**src/rtl/lsu_pkg.sv**
```systemverilog
// Shared types, size encodings and defaults for the load/store unit.
// Imported by the top level and the lane multiplexer.
package lsu_pkg;

  typedef enum logic [2:0] {
    IDLE     = 3'd0,
    LOAD_RD  = 3'd1,
    RMW_RD   = 3'd2,
    STORE_WR = 3'd3,
    RESP     = 3'd4
  } lsu_state_t;

  localparam logic [1:0] SIZE_B = 2'b00;
  localparam logic [1:0] SIZE_H = 2'b01;
  localparam logic [1:0] SIZE_W = 2'b10;

  localparam int unsigned LSU_ADDR_LIMIT = 4096;

  // Size 11 is reported as misaligned so one flag covers both error kinds.
  function automatic logic align_err(input logic [1:0] size, input logic [1:0] addr_lo);
    case (size)
      SIZE_B:  align_err = 1'b0;
      SIZE_H:  align_err = addr_lo[0];
      SIZE_W:  align_err = (addr_lo != 2'b00);
      default: align_err = 1'b1;
    endcase
  endfunction

endpackage

```
**src/rtl/lsu_lane_mux.sv**
```systemverilog
// Little-endian lane extract/extend for loads and lane merge for sub-word stores.
// Purely combinational; word sizes pass straight through.
module lsu_lane_mux
  import lsu_pkg::*;
(
  input  logic [31:0] word,
  input  logic [31:0] wdata,
  input  logic [1:0]  lane,
  input  logic [1:0]  size,
  input  logic        is_signed,
  output logic [31:0] load_data,
  output logic [31:0] merged
);

  logic [4:0]  byte_sh;
  logic [4:0]  half_sh;
  logic [31:0] word_sh_b;
  logic [31:0] word_sh_h;
  logic [7:0]  byte_v;
  logic [15:0] half_v;

  assign byte_sh   = {lane, 3'b000};
  assign half_sh   = {lane[1], 4'b0000};
  assign word_sh_b = word >> byte_sh;
  assign word_sh_h = word >> half_sh;
  assign byte_v    = word_sh_b[7:0];
  assign half_v    = word_sh_h[15:0];

  always_comb begin
    load_data = word;
    merged    = wdata;
    case (size)
      SIZE_B: begin
        load_data = {{24{is_signed & byte_v[7]}}, byte_v};
        merged    = (word & ~(32'h0000_00FF << byte_sh)) | ({24'd0, wdata[7:0]} << byte_sh);
      end
      SIZE_H: begin
        load_data = {{16{is_signed & half_v[15]}}, half_v};
        merged    = (word & ~(32'h0000_FFFF << half_sh)) | ({16'd0, wdata[15:0]} << half_sh);
      end
      default: begin
        load_data = word;
        merged    = wdata;
      end
    endcase
  end

endmodule

```
**src/rtl/load_store_unit.sv**
```systemverilog
// Single-outstanding load/store unit with byte/halfword/word accesses to a
// word-wide memory; sub-word stores use a read-modify-write sequence.
module load_store_unit
  import lsu_pkg::*;
#(
  parameter int unsigned ADDR_LIMIT = LSU_ADDR_LIMIT
) (
  input  logic        clk,
  input  logic        rst,
  input  logic        req_valid,
  output logic        req_ready,
  input  logic        req_write,
  input  logic [1:0]  req_size,
  input  logic        req_signed,
  input  logic [31:0] req_addr,
  input  logic [31:0] req_wdata,
  output logic        resp_valid,
  output logic [31:0] resp_rdata,
  output logic        resp_err,
  output logic        mem_read,
  output logic        mem_write,
  output logic [31:0] mem_addr,
  output logic [31:0] mem_wdata,
  input  logic [31:0] mem_rdata
);

  lsu_state_t  state, state_next;
  logic        write_q;
  logic [1:0]  size_q;
  logic        signed_q;
  logic [31:0] addr_q;
  logic [31:0] wdata_q;
  logic [31:0] word_q;
  logic        err_q;

  logic        accept;
  logic        req_err;
  logic [31:0] load_data;
  logic [31:0] merged;

  assign accept  = req_valid && (state == IDLE);
  assign req_err = align_err(req_size, req_addr[1:0]) || (req_addr >= 32'(ADDR_LIMIT));

  always_ff @(posedge clk or posedge rst) begin
    if (rst) begin
      state <= IDLE;
    end else begin
      state <= state_next;
    end
  end

  // Request fields are latched at acceptance; the memory word is captured
  // at the end of either read state and cleared by reset so no stale RMW data survives.
  always_ff @(posedge clk or posedge rst) begin
    if (rst) begin
      write_q  <= 1'b0;
      size_q   <= SIZE_B;
      signed_q <= 1'b0;
      addr_q   <= 32'd0;
      wdata_q  <= 32'd0;
      word_q   <= 32'd0;
      err_q    <= 1'b0;
    end else begin
      if (accept) begin
        write_q  <= req_write;
        size_q   <= req_size;
        signed_q <= req_signed;
        addr_q   <= req_addr;
        wdata_q  <= req_wdata;
        err_q    <= req_err;
      end
      if (state == LOAD_RD || state == RMW_RD) begin
        word_q <= mem_rdata;
      end
    end
  end

  always_comb begin
    state_next = state;
    req_ready  = 1'b0;
    resp_valid = 1'b0;
    resp_rdata = 32'd0;
    resp_err   = 1'b0;
    mem_read   = 1'b0;
    mem_write  = 1'b0;
    mem_addr   = 32'd0;
    mem_wdata  = 32'd0;
    case (state)
      IDLE: begin
        req_ready = 1'b1;
        if (req_valid) begin
          if (req_err)                 state_next = RESP;
          else if (!req_write)         state_next = LOAD_RD;
          else if (req_size == SIZE_W) state_next = STORE_WR;
          else                         state_next = RMW_RD;
        end
      end
      LOAD_RD: begin
        mem_read   = 1'b1;
        mem_addr   = {addr_q[31:2], 2'b00};
        state_next = RESP;
      end
      RMW_RD: begin
        mem_read   = 1'b1;
        mem_addr   = {addr_q[31:2], 2'b00};
        state_next = STORE_WR;
      end
      STORE_WR: begin
        mem_write  = 1'b1;
        mem_addr   = {addr_q[31:2], 2'b00};
        mem_wdata  = merged;
        state_next = RESP;
      end
      RESP: begin
        resp_valid = 1'b1;
        resp_err   = err_q;
        resp_rdata = (err_q || write_q) ? 32'd0 : load_data;
        state_next = IDLE;
      end
      default: state_next = IDLE;
    endcase
  end

  lsu_lane_mux u_lane_mux (
    .word      (word_q),
    .wdata     (wdata_q),
    .lane      (addr_q[1:0]),
    .size      (size_q),
    .is_signed (signed_q),
    .load_data (load_data),
    .merged    (merged)
  );

endmodule

```
**config.mk**
```make
export PLATFORM = sky130hd
export DESIGN_NAME = load_store_unit
export DESIGN_NICKNAME = d
export VERILOG_FILES = /design/src/rtl/lsu_pkg.sv /design/src/rtl/lsu_lane_mux.sv /design/src/rtl/load_store_unit.sv
export SDC_FILE = /design/constraint.sdc
export NUM_CORES = 1
export LEC_CHECK = 0
export BUFFER_PORTS_ARGS = -buffer_cell sky130_fd_sc_hd__buf_2
export CAP_MARGIN = 40
export CORE_MARGIN = 2
export CORE_UTILIZATION = 45
export CTS_CLUSTER_SIZE = 30
export DETAILED_ROUTE_END_ITERATION = 8
export HOLD_SLACK_MARGIN = 0.08
export PLACE_DENSITY = 0.75
export SKIP_LAST_GASP = 1
export SLEW_MARGIN = 20
export SYNTH_ARGS = -nofsm -noshare
export SYNTH_HDL_FRONTEND = slang
export SYNTH_HIERARCHICAL = 1
export SYNTH_SLANG_ARGS = --single-unit
```
**constraint.sdc**
```tcl
create_clock -name clk -period 3.6 [get_ports clk]
set_input_delay 0.72 -clock clk [delete_from_list [all_inputs] [get_ports clk]]
set_output_delay 0.72 -clock clk [all_outputs]
set_load 0.02 [all_outputs]
```
Word-level counts from Yosys, hierarchy flattened
Index checks and enable logic that the tools add are counted.

word-level totals
  word-level logic and storage cells = 59
  output and inout bits = 101
  bits of input ports = 103
  flip-flop bits (word level) = 104

operators by class
  magnitude comparators = 1
  equality and inequality tests = 8
  shift-type cells = 6
  mux-type cells = 17
  bitwise operators = 8
  reductions and logical operators = 11

operators with widths
  operator                 count
  $mux W32                 4
  $pmux W32 S2             2
  $and A32 B32 Y32         2
  $not A32 Y32             2
  $or A32 B32 Y32          2
  $ge A32 B13 Y1 const B   1
  $shl A16 B5 Y32          1
  $shl A16 B5 Y32 const A  1
  $shl A8 B5 Y32           1
  $shl A8 B5 Y32 const A   1
  $shr A32 B5 Y16          1
  $shr A32 B5 Y8           1
  $pmux W3 S3              1
  $eq A3 B2 Y1 const B     2
  $mux W1                  6
  $mux W3                  2
  $eq A2 B1 Y1 const B     2
  $logic_not A2 Y1         2
  $reduce_or A2 Y1         2
  $eq A3 B1 Y1 const B     1
  $eq A3 B3 Y1 const B     1
  $logic_not A3 Y1         1
  $logic_or A1 B1 Y1       3
  $pmux W1 S3              1
  7 further kinds          8

Longest topological paths before layout
Gate-level depths: netlist (run 1).

  depth in word-level cells = 6
  gate-level depth with buffers = 7
  mapped depth without buffers = 4

Hierarchy
Netlist (run 1), hierarchy kept.

by module, submodules not included
  module           times used  cells an instance  sequential area each (µm²)  area each (µm²)
  load_store_unit  1           356                2602.5                      5190.0
  lsu_lane_mux     1           221                0.0                         1524.0

Worst setup path before layout (run 1)
OpenSTA, ideal clock, no wires.

  path kind = reg-to-output
  start = register word_q[31]
  end = output resp_rdata[10]
  cell stages (with the launch flop) = 6
  data required time = 2.880 ns
  data arrival time = 1.646 ns
  setup slack = 1.234 ns
  cells stage by stage = dfrtp_1 > mux4_2 > and3_1 > buf_6 > a221o_1 > and2_2

on the way
  word-level cells in the longest chain between the ends = 5

RTL lines
  element                 line                    source
  start, declared         load_store_unit.sv:33   logic [31:0] word_q;
  start signal, assigned  load_store_unit.sv:73   word_q <= mem_rdata;
  $shr A32 B5 Y8          lsu_lane_mux.sv:24      assign word_sh_b = word >> byte_sh;
  $and A1 B1 Y1           lsu_lane_mux.sv:34      load_data = {{24{is_signed & byte_v[7]}}, byte_v};
  $pmux W32 S2            lsu_lane_mux.sv:32      case (size)
  via load_data[10]       load_store_unit.sv:38   logic [31:0] load_data;
  $mux W32                load_store_unit.sv:117  resp_rdata = (err_q || write_q) ? 32'd0 : load_data;
  $mux W32                load_store_unit.sv:88   case (state)
  end, declared           load_store_unit.sv:18   output logic [31:0] resp_rdata,

The timed path passes the listed nets, and every way through them passes these cells.

Worst setup path after layout (run 1)
  start = register size_q[1]
  end = output mem_wdata[7]

on the way
  word-level cells in the longest chain between the ends = 3

RTL lines
  element                                           line                   source
  start, declared                                   load_store_unit.sv:29  logic [1:0] size_q;
  start signal, assigned                            load_store_unit.sv:66  size_q <= req_size;
  $eq A2 B1 Y1 or $logic_not A2 Y1 (tied branches)  lsu_lane_mux.sv:32
  $pmux W32 S2 (*)                                  lsu_lane_mux.sv:32
  via merged[7]                                     load_store_unit.sv:39  logic [31:0] merged;
  $mux W32 (*)                                      load_store_unit.sv:88
  end, declared                                     load_store_unit.sv:23  output logic [31:0] mem_wdata,

The timed path passes the listed nets; every way through them passes the cells marked *.

==> flow_summary.yaml, run 1 <==
power_and_ir_drop:
  power_mw: 3.02
  p_leak_nw: 4.11
  ir_drop_mv: 0.224
  power_density_nw_per_um2: 377
placement:
  port_buffers: 201
  gp_congestion: 0.897
  post-dp-hpwl_mm: 13.9
final_layout:
  drive_gt1_frac: 0.512
  multiInputGateArea_um2: 3720
  layout_commonest_cell: "buf_2"
  num_antenna_cells: 0
  syn2layout_area_growth_pct: 19.1
  fill_cells: 1275
  final-seq-area_um2: 2600
  final_cell_mix: "buf_2 (201), dfrtp_1 (104), mux2_4 (97), and2_1 (72), a21oi_1 (45)"
  nNetsFinal: 859
timing:
  timing.fmax_mhz: 303
  finalCritPeriodShare: 0.917
  finalMaxSlewViolations: 0
  fin_setup_tns_ns: 0
  hold_violations: 0
  finalSetupViolCount: 0
  fin_skew_ns: 0.0146
  period_minus_slack_ns: 3.30
  rsz0062_at_grt: "no"
  slew_headroom: 0.463
  tightest_slew_ns: 0.805
die:
  io_pins: 204
  die_area_um2: 15900
  coreArea_um2: 14500
  initial_core_util: 0.462
  die_x_um: 126
  dieHeight_um: 126
  row_count: 44
global_route:
  grt_max_degree: 52
  grt-ovfl-total: 0
  grtUsageTotal: 0.234
  grt_antenna_before_repair: 0
  grt_pass1_wl_mm: 29.1
  grt_pass1_vias: 5242
synth:
  synth_area_leader_cell: "dfrtp_1"
  syn_area_um2: 6710
  synth-simple-area-share: 0.177
  synth_top_family_by_area: "multiplexers"
  synth-seq-cells: 104
  synth_compound_area_frac: 0.123
  synth_seq_area_share: 0.388
  synth-xor-area-share: 0.00130
  synth_cells: 577
  synth-adder-area-share: 0
  synth_area_leaders: "dfrtp_1 (39%), mux2_4 (22%), and2_1 (6.7%), a221o_1 (4.5%), and2_2 (3.6%)"
  synth_mux_area_frac: 0.251
  ys_warn_count: 6
  synth.distinct_cells: 50
  yosysTopAreaCellShare: 0.388
  syn_area_per_cell_um2: 11.6
clocking:
  numCtsBuffers: 9
  cts_tree: "done"
  cts-resized-gates: 0
  cts.clk_slew.worst_paths_ns: 0.07
  post_cts_buffers: 0
  clk_latency_ns: 0.35
  cts_root_buffer: "clkbuf_16"
  cts.hold.buffers_added: 0
  cts_num_sinks: 104
  cts_buffer_depth: 2
  h-tree-depth: 3
drt:
  drt_first_iter_violations: 331
  routed_via_density: 5.63
  vias: 5318
  wire_per_inst_um: 19.8
  firstDrtPassIters: 5
  drc: 0
  ant_nets: 0
  wl_mm: 18.7
critical_path:
  worstPathArrival_ns: 2.58
  end_kind: "output pin"
  critical_path_required_ns: 2.88
  worst_setup_path_start_kind: "flip-flop"
  path_class: "flip-flop to output pin"
  crit_fanout: 22
flow_run:
  cap_viol_max_count: 0
worst_hold_path:
  min_path_type: "input port to asynchronous set/reset pin"
run_status:
  status: "finished clean"
-- cell type report --
cell class	instances	area share
timing repair buffer	218	0.143
inverter	5	0.00266
multi-input combinational	418	0.465
tap	184	0.0288
sequential	104	0.325
clock inverter	3	0.00313
clock buffer	12	0.0321
-- power breakdown --
| group | leakage [nW] | switching, mW | internal (mW) | total, mW |
|---|---|---|---|---|
| Combinational | 2.69 | 0.304 | 0.372 | 0.677 |
| Sequential | 1.29 | 0.127 | 1.28 | 1.41 |
| Clock | 0.135 | 0.424 | 0.507 | 0.931 |
-- worst max-delay path, stage by stage, from the launching register on --
cell and delay, ns:
dfrtp_1 0.77, inv_1 0.38, o21ai_2 0.37, mux2_2 0.41
and2_1 0.14, buf_2 0.15
-- per-stage QoR --
step | worst slack, ns | util | hold WS (ns) | cell area (um2) | cells
after floorplan | 0.148 | - | 0.473 | 6720 | 578
after global placement | 0.799 | 0.530 | 0.486 | 7700 | 927
after detailed placement | 0.713 | 0.531 | 0.485 | 7720 | 929
after CTS | 0.309 | 0.550 | 0.470 | 8000 | 944
after global routing | 0.134 | 0.550 | 0.512 | 8000 | 944
final | 0.300 | 0.550 | 0.453 | 8000 | 944
-- cell usage after synthesis (all sizes together) --
cell     instances
nor3b            1
and4b            1
and2           105
o21a             1
o21ai            2
o31ai            1
clkbuf          23
nand3            9
inv              5
xnor2            1
nand2b          12
dfrtp          104
or3b             1
mux4             1
nor2b            5
mux2           109
a221o           30
a22o             7
and3            13
nor4             5
buf             28
o22a             7
mux2i            7
conb             1
o211ai           1
a41o             2
nor2            16
or2              3
a211oi           4
nand3b           7
nand2            6
a2bb2oi          1
a211o            7
a21oi           46
nor3             3
o22ai            2
-- routing by layer --
metal  global-route usage  routed length (um)
met5                    0                   0
met4               0.0840                 412
met3               0.0531                1650
met1                0.307                7660
met2                0.380                9010
-- kinds of logic after synthesis --
logic type,after synthesis
compound gates,111
xor+xnor,1
buf+inv,56
flops,104
mux,117
other cells,1
simple gates,187
-- worst paths after layout --
path / start / end / slack [ns] / cells past startpoint
worst min register to register: addr_q[7]$_DFFE_PP0P_ / addr_q[7]$_DFFE_PP0P_ / 0.51 / 1
max in group asynchronous: rst / addr_q[5]$_DFFE_PP0P_ / 2.39 / 3
min in group clk: addr_q[7]$_DFFE_PP0P_ / addr_q[7]$_DFFE_PP0P_ / 0.51 / 1
worst min-delay path: rst / addr_q[24]$_DFFE_PP0P_ / 0.45 / 2
worst max-delay path: size_q[1]$_DFFE_PP0P_ / mem_wdata[7] / 0.30 / 5
worst max register to register: state[0]$_DFFE_PP0P_ / addr_q[5]$_DFFE_PP0P_ / 1.42 / 4
-- sequential cells by signal (all words and copies together) (netlist names) --
name and count:
state 3, write_q 1, err_q 1, size_q 2, wdata_q 32, word_q 32
addr_q 32, signed_q 1
Power figures use the tool's default switching activity.
==> run 2: changes to the inputs <==
--- a/config.mk
+++ b/config.mk
@@ -8,11 +8,12 @@
 export BUFFER_PORTS_ARGS = -buffer_cell sky130_fd_sc_hd__buf_2
 export CAP_MARGIN = 40
 export CORE_MARGIN = 2
-export CORE_UTILIZATION = 45
+export CORE_UTILIZATION = 47
 export CTS_CLUSTER_SIZE = 30
 export DETAILED_ROUTE_END_ITERATION = 8
 export HOLD_SLACK_MARGIN = 0.08
-export PLACE_DENSITY = 0.75
+export PLACE_DENSITY = 0.78
+export RECOVER_POWER = 100
 export SKIP_LAST_GASP = 1
 export SLEW_MARGIN = 20
 export SYNTH_ARGS = -nofsm -noshare
==> run 2 against run 1 <==
  * The flow now finishes with violations (capacitance limit, slew limit)
  * Hold slack improved by 0.029 ns
  * Sequential share of layout area rose by 1.9 points
  * Clock skew fell by 0.0096 ns
  * Combinational power fell by 14%
  * Non-clock buffer count fell by 2
  * Sequential power barely moved
  * Clock power rose by 14%
  * Utilization fell by 0.78 points
  * Via count fell by 2.3%
  * Worst setup slack got worse by 0.041 ns
  * Global-route usage rose by 1.6 points
  * Count of clock-buffer cells in the layout fell by 2
  * Critical path type unchanged
  * Largest cell class unchanged
==> flow_summary.yaml, run 2 (synthesized netlist as in run 1, its figures left out) <==
global_route:
  grt-ovfl-total: 0
  grt_max_degree: 59
  grt_antenna_before_repair: 0
  grtUsageTotal: 0.250
  grt_pass1_wl_mm: 28.7
  grt_pass1_vias: 5170
timing:
  slew_headroom: -0.112
  finalMaxSlewViolations: 36
  fin_setup_tns_ns: 0
  timing.fmax_mhz: 299
  period_minus_slack_ns: 3.34
  finalSetupViolCount: 0
  rsz0062_at_grt: "no"
  tightest_slew_ns: 1.67
  fin_skew_ns: 0.00495
  hold_violations: 0
  finalCritPeriodShare: 0.928
worst_hold_path:
  hold_depth: 1
  min_path_type: "flip-flop to flip-flop"
power_and_ir_drop:
  power_mw: 3.04
  p_leak_nw: 3.55
  power_density_nw_per_um2: 402
  ir_drop_mv: 0.258
final_layout:
  final_area_um2: 7560
  num_antenna_cells: 0
  final_util: 0.543
  top_regs: "addr_q: 32 flops, wdata_q: 32 flops, word_q: 32 flops"
  final_cell_mix: "buf_2 (137), dfrtp_1 (103), mux2_1 (85), clkbuf_1 (68)"
  layoutNonFillerInstCount: 939
  drive_gt1_frac: 0.307
  layout_commonest_cell: "buf_2"
  syn2layout_area_growth_pct: 12.6
  nNetsFinal: 857
  fill_cells: 1338
run_status:
  status: "finished, violations left"
  violations: "capacitance limit, slew limit"
die:
  row_count: 43
  dieHeight_um: 124
  die_area_um2: 15300
  coreArea_um2: 13900
  io_pins: 204
  die_x_um: 124
  initial_core_util: 0.482
placement:
  post-dp-hpwl_mm: 13.7
  place_inst: 923
  port_buffers: 201
  gp_congestion: 0.889
  dpl_cell_area_um2: 7720
drt:
  firstDrtPassIters: 4
  wl_mm: 18.6
  routed_via_density: 5.53
  ant_nets: 0
  wire_per_inst_um: 19.8
  drc: 0
  vias: 5195
  drt_first_iter_violations: 279
critical_path:
  regToRegEndpoint: "word_q[13]$_DFFE_PP0P_"
  crit_fanout: 22
  r2r_slack_ns: 0.50
  startpoint: "addr_q[1]$_DFFE_PP0P_"
  reg2regPathDepth: 4
  worst_setup_path_start_kind: "flip-flop"
  critical_path_required_ns: 2.88
  path_class: "flip-flop to output pin"
  worstPathArrival_ns: 2.62
  timing.rr.start: "state[0]$_DFFE_PP0P_"
  cp-endpoint: "resp_rdata[0]"
  end_kind: "output pin"
clocking:
  cts_num_sinks: 104
  numCtsBuffers: 9
  clk_latency_ns: 0.36
  h-tree-depth: 3
  cts_tree: "done"
  cts.hold.buffers_added: 0
  cts_buffer_depth: 2
  cts.clk_slew.worst_paths_ns: 0.07
  cts_root_buffer: "clkbuf_16"
flow_run:
  cap_viol_max_count: 3
run 2: changes by cell type in the layout (fill, tap and decap cells not counted), moves of 6 or more:
cell      change
mux2_1       +85
mux2_2        +6
and2_1       -27
buf_2        -64
buf_4         -7
mux2_4       -91
and2_0       +28
clkbuf_1     +67
run 2: critical path: stages, from the launching register on:
cell      delay [ns]
dfrtp_2         0.52
buf_4           0.33
inv_2           0.20
nor3_2          0.41
buf_4           0.28
a221o_1         0.17
and2_2          0.13
clkbuf_1        0.22
run 2: worst min-delay path by stage:
stage,start,to
floorplan,addr_q[10]$_DFFE_PP0P_,addr_q[10]$_DFFE_PP0P_
global placement,addr_q[24]$_DFFE_PP0P_,addr_q[24]$_DFFE_PP0P_
finish,addr_q[7]$_DFFE_PP0P_,addr_q[7]$_DFFE_PP0P_
detailed placement,addr_q[5]$_DFFE_PP0P_,addr_q[5]$_DFFE_PP0P_
CTS,rst,addr_q[24]$_DFFE_PP0P_
global route,wdata_q[16]$_DFFE_PP0P_,wdata_q[16]$_DFFE_PP0P_
run 2: report_power, final:
group          internal [mW]  total [mW]  switching (mW)
Sequential              1.28        1.40           0.115
Combinational          0.277       0.579           0.302
Clock                  0.614        1.06           0.447
Total                   2.17        3.04           0.865
run 2: cell type report:
type / count / area [um2] / area share
repair buffers: 216 / 1030 / 0.137
inverters: 5 / 20.0 / 0.00265
clock buffers: 10 / 229 / 0.0303
flip-flops and latches: 104 / 2600 / 0.344
well taps: 180 / 225 / 0.0298
clock inverters: 6 / 90.1 / 0.0119
multi-input cells: 418 / 3360 / 0.444
run 2: timing repair:
item,in CTS,in global routing
endpoints found under the setup margin,0,5
setup buffers,0,0
resized for setup,0,1
run 2: stage by stage:
step	hold slack, ns	setup slack, ns
global route	0.508	0.0764
CTS	0.380	0.199
detailed placement	0.485	0.591
finish	0.482	0.259
global placement	0.488	0.723
floorplan	0.473	0.148
run 2: layer usage:
| metal | wire length, um | global-route usage | vias to the layer above |
|---|---|---|---|
| met1 | 7820 | 0.318 | 2503 |
| li1 | - | - | 2425 |
| met3 | 1600 | 0.0747 | 34 |
| met4 | 443 | 0.0760 | 0 |
| met5 | 0 | 0 | - |
| met2 | 8770 | 0.410 | 233 |
==> run 3: changes to the inputs <==
--- a/config.mk
+++ b/config.mk
@@ -7,12 +7,14 @@
 export LEC_CHECK = 0
 export BUFFER_PORTS_ARGS = -buffer_cell sky130_fd_sc_hd__buf_2
 export CAP_MARGIN = 40
+export CELL_PAD_IN_SITES_DETAIL_PLACEMENT = 1
+export CELL_PAD_IN_SITES_GLOBAL_PLACEMENT = 2
 export CORE_MARGIN = 2
-export CORE_UTILIZATION = 47
+export CORE_UTILIZATION = 30
 export CTS_CLUSTER_SIZE = 30
 export DETAILED_ROUTE_END_ITERATION = 8
 export HOLD_SLACK_MARGIN = 0.08
-export PLACE_DENSITY = 0.78
+export PLACE_DENSITY = 0.79
 export RECOVER_POWER = 100
 export SKIP_LAST_GASP = 1
 export SLEW_MARGIN = 20
==> run 3 against run 2 <==
  * Combinational power rose by 4.5%
  * Largest power group unchanged
  * Largest cell class unchanged
  * Worst setup slack got worse by 0.055 ns
  * The flow still finishes with violations (capacitance limit, slew limit)
  * Sequential share of layout area fell by 0.80 points
  * Critical path type unchanged
==> flow_summary.yaml, run 3 (synthesized netlist as in run 1, its figures left out) <==
critical_path:
  crit_slowest_cell: "nor3_2"
  worst_setup_path_start_kind: "flip-flop"
  critical_path_required_ns: 2.88
  crit_fanout: 17
  worstPathArrival_ns: 2.68
  path_class: "flip-flop to output pin"
  path_cells: "inv_2 > nor3_2 > a221o_1 > and2_1 > clkbuf_2"
  end_kind: "output pin"
  slowest_delay_ns: 0.79
final_layout:
  top_regs: "addr_q: 32 flops, wdata_q: 32 flops, word_q: 32 flops"
  drive_gt1_frac: 0.325
  final_cell_mix: "buf_2 (128), dfrtp_1 (104), mux2_1 (92), and2_1 (52), clkbuf_1 (47)"
  final_util: 0.353
  nNetsFinal: 857
  layoutNonFillerInstCount: 1040
  syn2layout_area_growth_pct: 15.2
  layout_commonest_cell: "buf_2"
placement:
  post-dp-hpwl_mm: 16.4
  port_buffers: 201
  dpl_worst_slack_ns: 0.627
  gp_congestion: 0.779
  place_inst: 1023
global_route:
  grt_busiest_layer: "met2"
  grt_pass1_vias: 5422
  grt_util_met3: 0.0445
  grtUsageTotal: 0.188
  grt_antenna_before_repair: 1
  grt_max_degree: 60
  grt_pass1_wl_mm: 34.2
  met2_usage: 0.311
  grt-ovfl-total: 0
  grtUsageMet1: 0.251
flow_run:
  cap_viol_max_count: 3
drt:
  routed_via_density: 4.96
  vias: 5159
  drt_first_iter_violations: 231
  drc: 0
  firstDrtPassIters: 6
  ant_nets: 0
  wl_mm: 22.3
  wire_per_inst_um: 21.4
clocking:
  cts.hold.buffers_added: 0
  cts.clk_slew.worst_paths_ns: 0.08
  post_cts_buffers: 0
  cts-resized-gates: 0
  cts_root_buffer: "clkbuf_16"
  cts_num_sinks: 104
  clk_latency_ns: 0.36
  numCtsBuffers: 9
  cts_buffer_depth: 2
  cts_tree: "done"
  h-tree-depth: 3
timing:
  finalCritPeriodShare: 0.943
  fin_setup_tns_ns: 0
  fin_skew_ns: 0.00964
  setup_ws_ns: 0.204
  whs_ns: 0.484
  finalSetupViolCount: 0
  period_minus_slack_ns: 3.40
  slew_headroom: -0.464
  hold_violations: 0
  tightest_slew_ns: 2.18
  finalMaxSlewViolations: 109
  timing.fmax_mhz: 294
  rsz0062_at_grt: "no"
die:
  row_count: 54
  die_area_um2: 23600
  die_x_um: 154
  coreArea_um2: 21900
  dieHeight_um: 154
  initial_core_util: 0.307
  io_pins: 204
run_status:
  status: "finished, violations left"
  violations: "capacitance limit, slew limit"
power_and_ir_drop:
  power_density_nw_per_um2: 392
  p_leak_nw: 3.63
  ir_drop_mv: 0.203
worst_hold_path:
  min_path_type: "flip-flop to flip-flop"
run 3: cell count changes in the layout (fill, tap and decap cells not counted), moves of 3 or more:
cell      change
clkbuf_1     -21
inv_8         +3
clkbuf_2     +27
mux2_1        +7
mux2_2        -6
and2_1        +7
buf_2         -9
and2_0        -7
run 3: path summary, 6_finish.rpt:
check,start,depth (start not counted),slack (ns),to
worst min register to register,wdata_q[21]$_DFFE_PP0P_,1,0.48,wdata_q[21]$_DFFE_PP0P_
min in group asynchronous,rst,2,0.93,wdata_q[6]$_DFFE_PP0P_
worst max-delay path,addr_q[1]$_DFFE_PP0P_,5,0.20,mem_wdata[19]
max in group asynchronous,rst,3,1.59,wdata_q[24]$_DFFE_PP0P_
worst min-delay path,wdata_q[21]$_DFFE_PP0P_,1,0.48,wdata_q[21]$_DFFE_PP0P_
worst max register to register,state[1]$_DFFE_PP0P_,4,0.76,word_q[31]$_DFFE_PP0P_
run 3: final cells by class:
class,count,area (um2)
Inverter,5,20.0
Antenna cell,1,2.50
Sequential cell,104,2600
Tap cell,280,350
Multi-Input combinational cell,418,3360
Fill cell,2585,14200
Timing Repair Buffer,216,1090
Clock buffer,9,225
Clock inverter,7,82.6
run 3: per-stage QoR:
step / cell area (um2) / total power, mW
floorplan: 6720 / 1.92
global placement: 7840 / 2.12
detailed placement: 7850 / 2.14
CTS: 8160 / 3.18
global route: 7730 / 3.20
finish: 7740 / 3.04
run 3: power by group:
part           switching (mW)  total (mW)  internal [mW]
clock network           0.528        1.03          0.500
logic                   0.319       0.605          0.285
registers               0.122        1.40           1.28
total                   0.969        3.04           2.07
run 3: worst max-delay path: cells and delay by family, from the launching register on:
family	cells	cell delay [ns]
AO/OA/AOI/OAI	1	0.28
buffers and inverters	2	0.45
flip-flops	1	0.67
AND/OR/NAND/NOR	2	0.92
run 3: routing by layer:
metal | part of all wire | vias up
met3 | 0.067 | 12
met5 | 0 | -
met1 | 0.45 | 2559
met2 | 0.47 | 164
li1 | - | 2424
met4 | 0.010 | 0
